## config.mk

```make
export PLATFORM = sky130hd
export DESIGN_NAME = m_phy_lane_ser
export DESIGN_NICKNAME = d
export VERILOG_FILES = /design/src/rtl/m_phy_pkg.sv /design/src/rtl/m_phy_sym_fifo.sv /design/src/rtl/m_phy_lane_ser.sv
export SDC_FILE = /design/constraint.sdc
export NUM_CORES = 1
export LEC_CHECK = 0
export ABC_AREA = 1
export CORE_AREA = 2 2 73 75
export CTS_BUF_LIST = sky130_fd_sc_hd__clkbuf_2
export CTS_CLUSTER_DIAMETER = 80
export DETAILED_ROUTE_END_ITERATION = 16
export DIE_AREA = 0 0 75 77
export PLACE_DENSITY = 0.94
export RECOVER_POWER = 25
export SLEW_MARGIN = 20
export SYNTH_ARGS = -nofsm -noshare
export SYNTH_HDL_FRONTEND = slang
export SYNTH_SLANG_ARGS = --single-unit
```

## constraint.sdc

```tcl
create_clock -name clk -period 4.1 [get_ports clk]
set_input_delay 0.615 -clock clk [delete_from_list [all_inputs] [get_ports clk]]
set_output_delay 0.615 -clock clk [all_outputs]
set_load 0.02 [all_outputs]
```

## src/rtl/m_phy_pkg.sv

```systemverilog
// -----------------------------------------------------------------------------
// m_phy_pkg
// Shared definitions for the M-PHY lane serializer.
//   ser_state_e      : serializer FSM state (IDLE / SHIFT)
//   M_PHY_SYM_W      : default encoded symbol width (10b after 8b10b)
//   M_PHY_K28_5_RDN  : K28.5 (RD-) comma in transmit order, used as filler
// -----------------------------------------------------------------------------
package m_phy_pkg;

    typedef enum logic {
        IDLE  = 1'b0,
        SHIFT = 1'b1
    } ser_state_e;

    localparam int M_PHY_SYM_W = 10;

    localparam logic [M_PHY_SYM_W-1:0] M_PHY_K28_5_RDN = 10'h17C;

endpackage

```

## src/rtl/m_phy_sym_fifo.sv

```systemverilog
// -----------------------------------------------------------------------------
// m_phy_sym_fifo
// Small synchronous symbol FIFO. Pointers carry one extra wrap bit, so full
// and empty fall out of a pointer compare and the occupancy is their
// difference. The head is read combinationally so the serializer can load
// it on the same edge that pops it. A write is never visible at the head
// before the following edge, which means there is no push-to-pop bypass.
//
// Ports:
//   clk, reset_n  : clock, asynchronous active-low reset
//   flush         : synchronous clear of both pointers (wins over push/pop)
//   push, wdata   : write request and data (ignored when full)
//   pop           : remove the head (ignored when empty)
//   rdata         : current head symbol
//   full, empty   : occupancy flags
//   level         : number of stored symbols
// -----------------------------------------------------------------------------
module m_phy_sym_fifo
    import m_phy_pkg::*;
#(
    parameter int W     = M_PHY_SYM_W,
    parameter int DEPTH = 4
) (
    input  logic                       clk,
    input  logic                       reset_n,
    input  logic                       flush,
    input  logic                       push,
    input  logic [W-1:0]               wdata,
    input  logic                       pop,
    output logic [W-1:0]               rdata,
    output logic                       full,
    output logic                       empty,
    output logic [$clog2(DEPTH+1)-1:0] level
);

    localparam int AW = $clog2(DEPTH);
    localparam int LW = $clog2(DEPTH+1);

    logic [W-1:0] mem [DEPTH];
    logic [AW:0]  wr_ptr_reg;
    logic [AW:0]  rd_ptr_reg;
    logic         wr_en;
    logic         rd_en;

    assign wr_en = push && !full && !flush;
    assign rd_en = pop && !empty && !flush;

    always_ff @(posedge clk or negedge reset_n) begin
        if (!reset_n) begin
            wr_ptr_reg <= '0;
            rd_ptr_reg <= '0;
        end else if (flush) begin
            wr_ptr_reg <= '0;
            rd_ptr_reg <= '0;
        end else begin
            if (wr_en) begin
                wr_ptr_reg <= wr_ptr_reg + 1'b1;
            end
            if (rd_en) begin
                rd_ptr_reg <= rd_ptr_reg + 1'b1;
            end
        end
    end

    // Storage carries no reset: pointer state alone defines validity.
    always_ff @(posedge clk) begin
        if (wr_en) begin
            mem[wr_ptr_reg[AW-1:0]] <= wdata;
        end
    end

    assign rdata = mem[rd_ptr_reg[AW-1:0]];
    assign empty = (wr_ptr_reg == rd_ptr_reg);
    assign full  = (wr_ptr_reg[AW] != rd_ptr_reg[AW]) &&
                   (wr_ptr_reg[AW-1:0] == rd_ptr_reg[AW-1:0]);
    // With DEPTH a power of two the pointer difference is exactly LW bits.
    assign level = LW'(wr_ptr_reg - rd_ptr_reg);

endmodule

```

## src/rtl/m_phy_lane_ser.sv

```systemverilog
// -----------------------------------------------------------------------------
// m_phy_lane_ser
// M-PHY lane serializer: buffers encoded symbols in a small FIFO and emits
// them OUT_W bits per enabled beat, MSB-first or LSB-first per symbol.
//
// Parameters:
//   SYM_W : symbol width (default 10)
//   OUT_W : bits per beat, must divide SYM_W
//   DEPTH : FIFO depth, power of two >= 2
//
// Ports:
//   clk, reset_n        : clock, asynchronous active-low reset
//   enable              : beat strobe, one slice advances per enabled cycle
//   flush               : synchronous clear of FIFO and shifter
//   lsb_first           : bit order, sampled as each symbol is loaded
//   in_valid/in_data    : symbol input; in_ready = !full && !flush
//   fill_sym            : filler symbol (used only with the fill option)
//   dout, dout_valid    : current output slice / shifter active
//   sym_start           : dout is the first slice of a symbol
//   underflow           : one-cycle pulse after a starved symbol boundary
//   level               : FIFO occupancy
//
// Build option:
//   M_PHY_SER_FILL_EN   : when defined, a starved boundary loads fill_sym and
//                         the shifter stays active; otherwise it drops to IDLE.
// -----------------------------------------------------------------------------
module m_phy_lane_ser
    import m_phy_pkg::*;
#(
    parameter int SYM_W = M_PHY_SYM_W,
    parameter int OUT_W = 1,
    parameter int DEPTH = 4
) (
    input  logic                       clk,
    input  logic                       reset_n,
    input  logic                       enable,
    input  logic                       flush,
    input  logic                       lsb_first,
    input  logic                       in_valid,
    input  logic [SYM_W-1:0]           in_data,
    output logic                       in_ready,
    input  logic [SYM_W-1:0]           fill_sym,
    output logic [OUT_W-1:0]           dout,
    output logic                       dout_valid,
    output logic                       sym_start,
    output logic                       underflow,
    output logic [$clog2(DEPTH+1)-1:0] level
);

    localparam int BEATS = SYM_W / OUT_W;
    localparam int CW    = (BEATS > 1) ? $clog2(BEATS) : 1;
    localparam logic [CW-1:0] LAST_BEAT = CW'(BEATS - 1);

    ser_state_e   state_reg, state_next;
    logic [CW-1:0] cnt_reg, cnt_next;
    logic [SYM_W-1:0] shreg_reg, shreg_next;
    logic         underflow_reg, underflow_next;

    logic [SYM_W-1:0] fifo_rdata;
    logic [SYM_W-1:0] head_rev;
    logic         fifo_full;
    logic         fifo_empty;
    logic         push;
    logic         pop;

    // ---------------------------------------------------------------------
    // Symbol buffer
    // ---------------------------------------------------------------------
    assign in_ready = !fifo_full && !flush;
    assign push     = in_valid && in_ready;

    m_phy_sym_fifo #(
        .W     (SYM_W),
        .DEPTH (DEPTH)
    ) u_fifo (
        .clk     (clk),
        .reset_n (reset_n),
        .flush   (flush),
        .push    (push),
        .wdata   (in_data),
        .pop     (pop),
        .rdata   (fifo_rdata),
        .full    (fifo_full),
        .empty   (fifo_empty),
        .level   (level)
    );

    // The shifter always emits from its MSB end; LSB-first order is obtained
    // by loading the symbol bit-reversed.
    for (genvar gi = 0; gi < SYM_W; gi++) begin : g_head_rev
        assign head_rev[gi] = fifo_rdata[SYM_W-1-gi];
    end

`ifdef M_PHY_SER_FILL_EN
    logic [SYM_W-1:0] fill_rev;

    // The filler follows the same bit-order rule as a real symbol.
    for (genvar gi = 0; gi < SYM_W; gi++) begin : g_fill_rev
        assign fill_rev[gi] = fill_sym[SYM_W-1-gi];
    end
`else
    logic unused_fill;
    assign unused_fill = ^fill_sym;
`endif

    // ---------------------------------------------------------------------
    // Serializer FSM: state register
    // ---------------------------------------------------------------------
    always_ff @(posedge clk or negedge reset_n) begin
        if (!reset_n) begin
            state_reg     <= IDLE;
            cnt_reg       <= '0;
            shreg_reg     <= '0;
            underflow_reg <= 1'b0;
        end else begin
            state_reg     <= state_next;
            cnt_reg       <= cnt_next;
            shreg_reg     <= shreg_next;
            underflow_reg <= underflow_next;
        end
    end

    // ---------------------------------------------------------------------
    // Serializer FSM: next state, pop request
    // ---------------------------------------------------------------------
    always_comb begin
        state_next     = state_reg;
        cnt_next       = cnt_reg;
        shreg_next     = shreg_reg;
        underflow_next = 1'b0;
        pop            = 1'b0;

        if (flush) begin
            state_next = IDLE;
            cnt_next   = '0;
            shreg_next = '0;
        end else if (enable) begin
            case (state_reg)
                IDLE: begin
                    if (!fifo_empty) begin
                        pop        = 1'b1;
                        shreg_next = lsb_first ? head_rev : fifo_rdata;
                        cnt_next   = '0;
                        state_next = SHIFT;
                    end
                end
                SHIFT: begin
                    if (cnt_reg != LAST_BEAT) begin
                        shreg_next = shreg_reg << OUT_W;
                        cnt_next   = cnt_reg + CW'(1);
                    end else if (!fifo_empty) begin
                        // Seamless hand-over to the next buffered symbol.
                        pop        = 1'b1;
                        shreg_next = lsb_first ? head_rev : fifo_rdata;
                        cnt_next   = '0;
                    end else begin
                        underflow_next = 1'b1;
                        cnt_next       = '0;
`ifdef M_PHY_SER_FILL_EN
                        shreg_next     = lsb_first ? fill_rev : fill_sym;
`else
                        shreg_next     = '0;
                        state_next     = IDLE;
`endif
                    end
                end
                default: begin
                    state_next = IDLE;
                    cnt_next   = '0;
                    shreg_next = '0;
                end
            endcase
        end
    end

    // ---------------------------------------------------------------------
    // Outputs
    // ---------------------------------------------------------------------
    assign dout_valid = (state_reg == SHIFT);
    assign dout       = dout_valid ? shreg_reg[SYM_W-1 -: OUT_W] : '0;
    assign sym_start  = dout_valid && (cnt_reg == '0);
    assign underflow  = underflow_reg;

endmodule

```

==> impl_metrics.tcl <==
set metrics [dict create \
    status "finished clean" \
    worstPathCellList "inv_1 > ha_1 > nand2_1 > inv_1 > a21oi_1 > clkdlybuf4s50_1" \
    start_kind "flop" \
    syn_nets 348 \
    placed_cells 397 \
    clkPwrFrac_pct 27.3 \
    num_vias 2163 \
    path_common_cell "inv_1" \
    coreArea_mm2 0.004977 \
    setup-tns-final_ns 0 \
    timing.fmax_mhz 293.3 \
    end_kind "output pin" \
    irDropWorstVdd_v 0.0003104 \
    grt_overflow 0 \
    rrSetupSlack_ns 1.14 \
    slew_violations 0 \
    clk_pin_slew_ns 0.17 \
    powerDensity_mw_per_mm2 444.7 \
    dieHeight_um 77 \
    drt-total-wl_mm 5.518 \
    cts_buffers 9 \
    crit_family "buffers and inverters" \
    p_switching_mw 0.4631 \
    cts-resized-gates 0 \
    grt_setup_unrepaired "no" \
    start_util_pct 59.48 \
    synth-seq-cells 62 \
    critPathMaxStageDelay_ns 0.69 \
    final.hold.worst_slack_ns 0.4994 \
    p_int_mw 1.028 \
    ant_nets 0 \
    fin_util_pct 67.37 \
    drtIter0Drc 109 \
    worst_slack_ns 0.6904 \
    num_rows 26 \
    hp-class "reg -> reg" \
    cts_tree "built" \
    grt_max_degree 23 \
    grt_pass1_wl_mm 9.197 \
    cts.sink_count 62 \
    yosys_warnings 0 \
    synth_area_leaders "edfxtp_1, dfrtp_1, nand2_1" \
    drc 0 \
    setup_violations 0 \
    yosys.area.top_type_share_pct 40.57 \
    relSlewSlack_pct 34.53 \
    avgViaCountPerCell 5.237 \
    antenna_found_initial 0 \
    hold_viol 0 \
    cp.required_ns 3.48 \
    die_area_mm2 0.005775 \
    power.share.sequential_pct 49.4 \
    drive_above_1_share_pct 7.580 \
    syn_inst 314 \
    h-tree-depth 3 \
    ys_seq_area_share_pct 59.17 \
    port_buffers 23 \
    cts-root-buf "clkbuf_2" \
    grt_use_total_pct 21.24 \
    drt_pass1_iterations 4 \
    p_sw_share_pct 31.05 \
    clock_latency_ns 0.47 \
    worst_pin_slew_ns 0.9785 \
    clock_path_buffers 2 \
    crit_arrival_ns 2.79 \
    synthesis.area_mm2 0.002960 \
    syn_area_per_cell_um2 9.428 \
    crit_path_top_delay_cell "dfrtp_1" \
    timing.final.crit_share_pct 83.16 \
    postCtsSetupBuffers 0 \
    final_cells 413 \
    yosys.cell_types.count 28 \
    first_global_vias 2022 \
    largest_reg_flops 40 \
    die_w_um 75 \
    crit_type "reg -> out" \
    crit_fanout 13 \
    area_growth_pct 13.27 \
    place_ws_ns 1.062 \
    diodes 0 \
    netlist.top_cell.by_area "edfxtp_1" \
    postCtsHoldBufs 0 \
    finClkSkew_ns 0.02437 \
    avgRoutedWirePerCell_um 13.36 \
    dp_hpwl_mm 3.779 \
    nets 372 \
    ios 34 \
    leakagePower_nw 1.477 \
    fin_crit_ns 3.410 \
    power_frac_comb_pct 23.3 \
    place_congestion 0.8085 \
    cp_num_buf_inv 3 \
    cap_violations 0 \
]
-- cells in the mapped netlist --
cell,number
clkbuf_1,2
nor2_1,8
inv_2,1
o21ai_1,2
nand3_1,33
a21oi_1,2
nor2_4,1
clkinv_1,1
nand4_1,5
fa_1,1
edfxtp_1,40
nand3_4,1
buf_6,1
nand2_1,132
nor3_2,1
nor3_1,2
nand2_4,2
xor2_1,4
nand3_2,1
nor2_2,1
a21oi_4,1
nand2_2,3
o21ai_0,10
ha_1,7
dfrtp_1,22
inv_1,21
buf_2,8
nor4_1,1
-- worst register-to-register path, cell delays in order, from the launching register on --
cell     delay [ns]
dfrtp_1        0.69
inv_1          0.34
ha_1           0.37
nand2_1        0.06
inv_1          0.09
nand2_1        0.09
nand3_2        0.14
nor2_1         0.79
-- per-layer routing --
layer	global-route usage [%]	vias up	part of all wire [%]
li1	-	1079	-
met1	27.06	1031	43
met2	35.00	48	51
met3	5.256	5	4.6
met4	6.964	0	0.78
met5	0	-	0
-- area by class of cell --
type / count / area, um2
Fill cell: 401 / 1624
Clock inverter: 6 / 76.32
Tap cell: 70 / 87.58
Clock buffer: 10 / 50.05
Inverter: 23 / 86.33
Multi-Input combinational cell: 218 / 1064
Sequential cell: 62 / 1752
Timing Repair Buffer: 24 / 237.7
-- placed cells by master, fill, tap and decap left out, types with 7 or more instances in the layout --
cell             count
dlygate4sd3_1        9
o21ai_0             10
nand2_1            132
edfxtp_1            40
nand3_1             33
inv_1               21
ha_1                 7
nor2_1               8
clkbuf_2            10
dfrtp_1             22
clkdlybuf4s50_1     14
-- metrics by stage --
| step | instance area (um2) | total power [mW] |
|---|---|---|
| 2_1_floorplan | 2960 | 0.9940 |
| 3_3_place_gp | 3227 | 1.081 |
| 3_5_place_dp | 3227 | 1.097 |
| 4_1_cts | 3353 | 1.499 |
| 5_1_grt | 3353 | 1.579 |
| 6_report | 3353 | 1.491 |
-- power by group through the flow --
stage               Combinational, mW  Clock, mW  Sequential (mW)
floorplan                       0.253          0            0.741
global placement                0.333          0            0.748
detailed placement              0.346          0            0.751
CTS                             0.349      0.414            0.737
global route                    0.394      0.444            0.741
finish                          0.347      0.407            0.737
-- path summary, 6_finish.rpt --
| path | endpoint | start | cells after the start |
|---|---|---|---|
| setup / recovery | in_ready | u_fifo.rd_ptr_reg[1]$_DFFE_PN0P_ | 6 |
| hold / removal | shreg_reg[3]$_DFFE_PN0P_ | shreg_reg[3]$_DFFE_PN0P_ | 2 |
| setup reg to reg | u_fifo.mem[2][2]$_DFFE_PP_ | u_fifo.rd_ptr_reg[1]$_DFFE_PN0P_ | 7 |
| hold reg to reg | shreg_reg[3]$_DFFE_PN0P_ | shreg_reg[3]$_DFFE_PN0P_ | 2 |
| max in group asynchronous | shreg_reg[2]$_DFFE_PN0P_ | reset_n | 1 |
| min in group asynchronous | u_fifo.rd_ptr_reg[0]$_DFFE_PN0P_ | reset_n | 1 |
-- cells by family (layout without fill, tap and decap cells) --
family,count (synthesis),count (layout),share of synthesized area (%)
compound gates,15,15,2.917
xor+xnor,4,4,1.183
buf+inv,34,63,4.903
fa+ha+maj,8,8,3.635
simple gates,191,191,28.19
flops,62,62,59.17
Power figures use the tool's default switching activity.
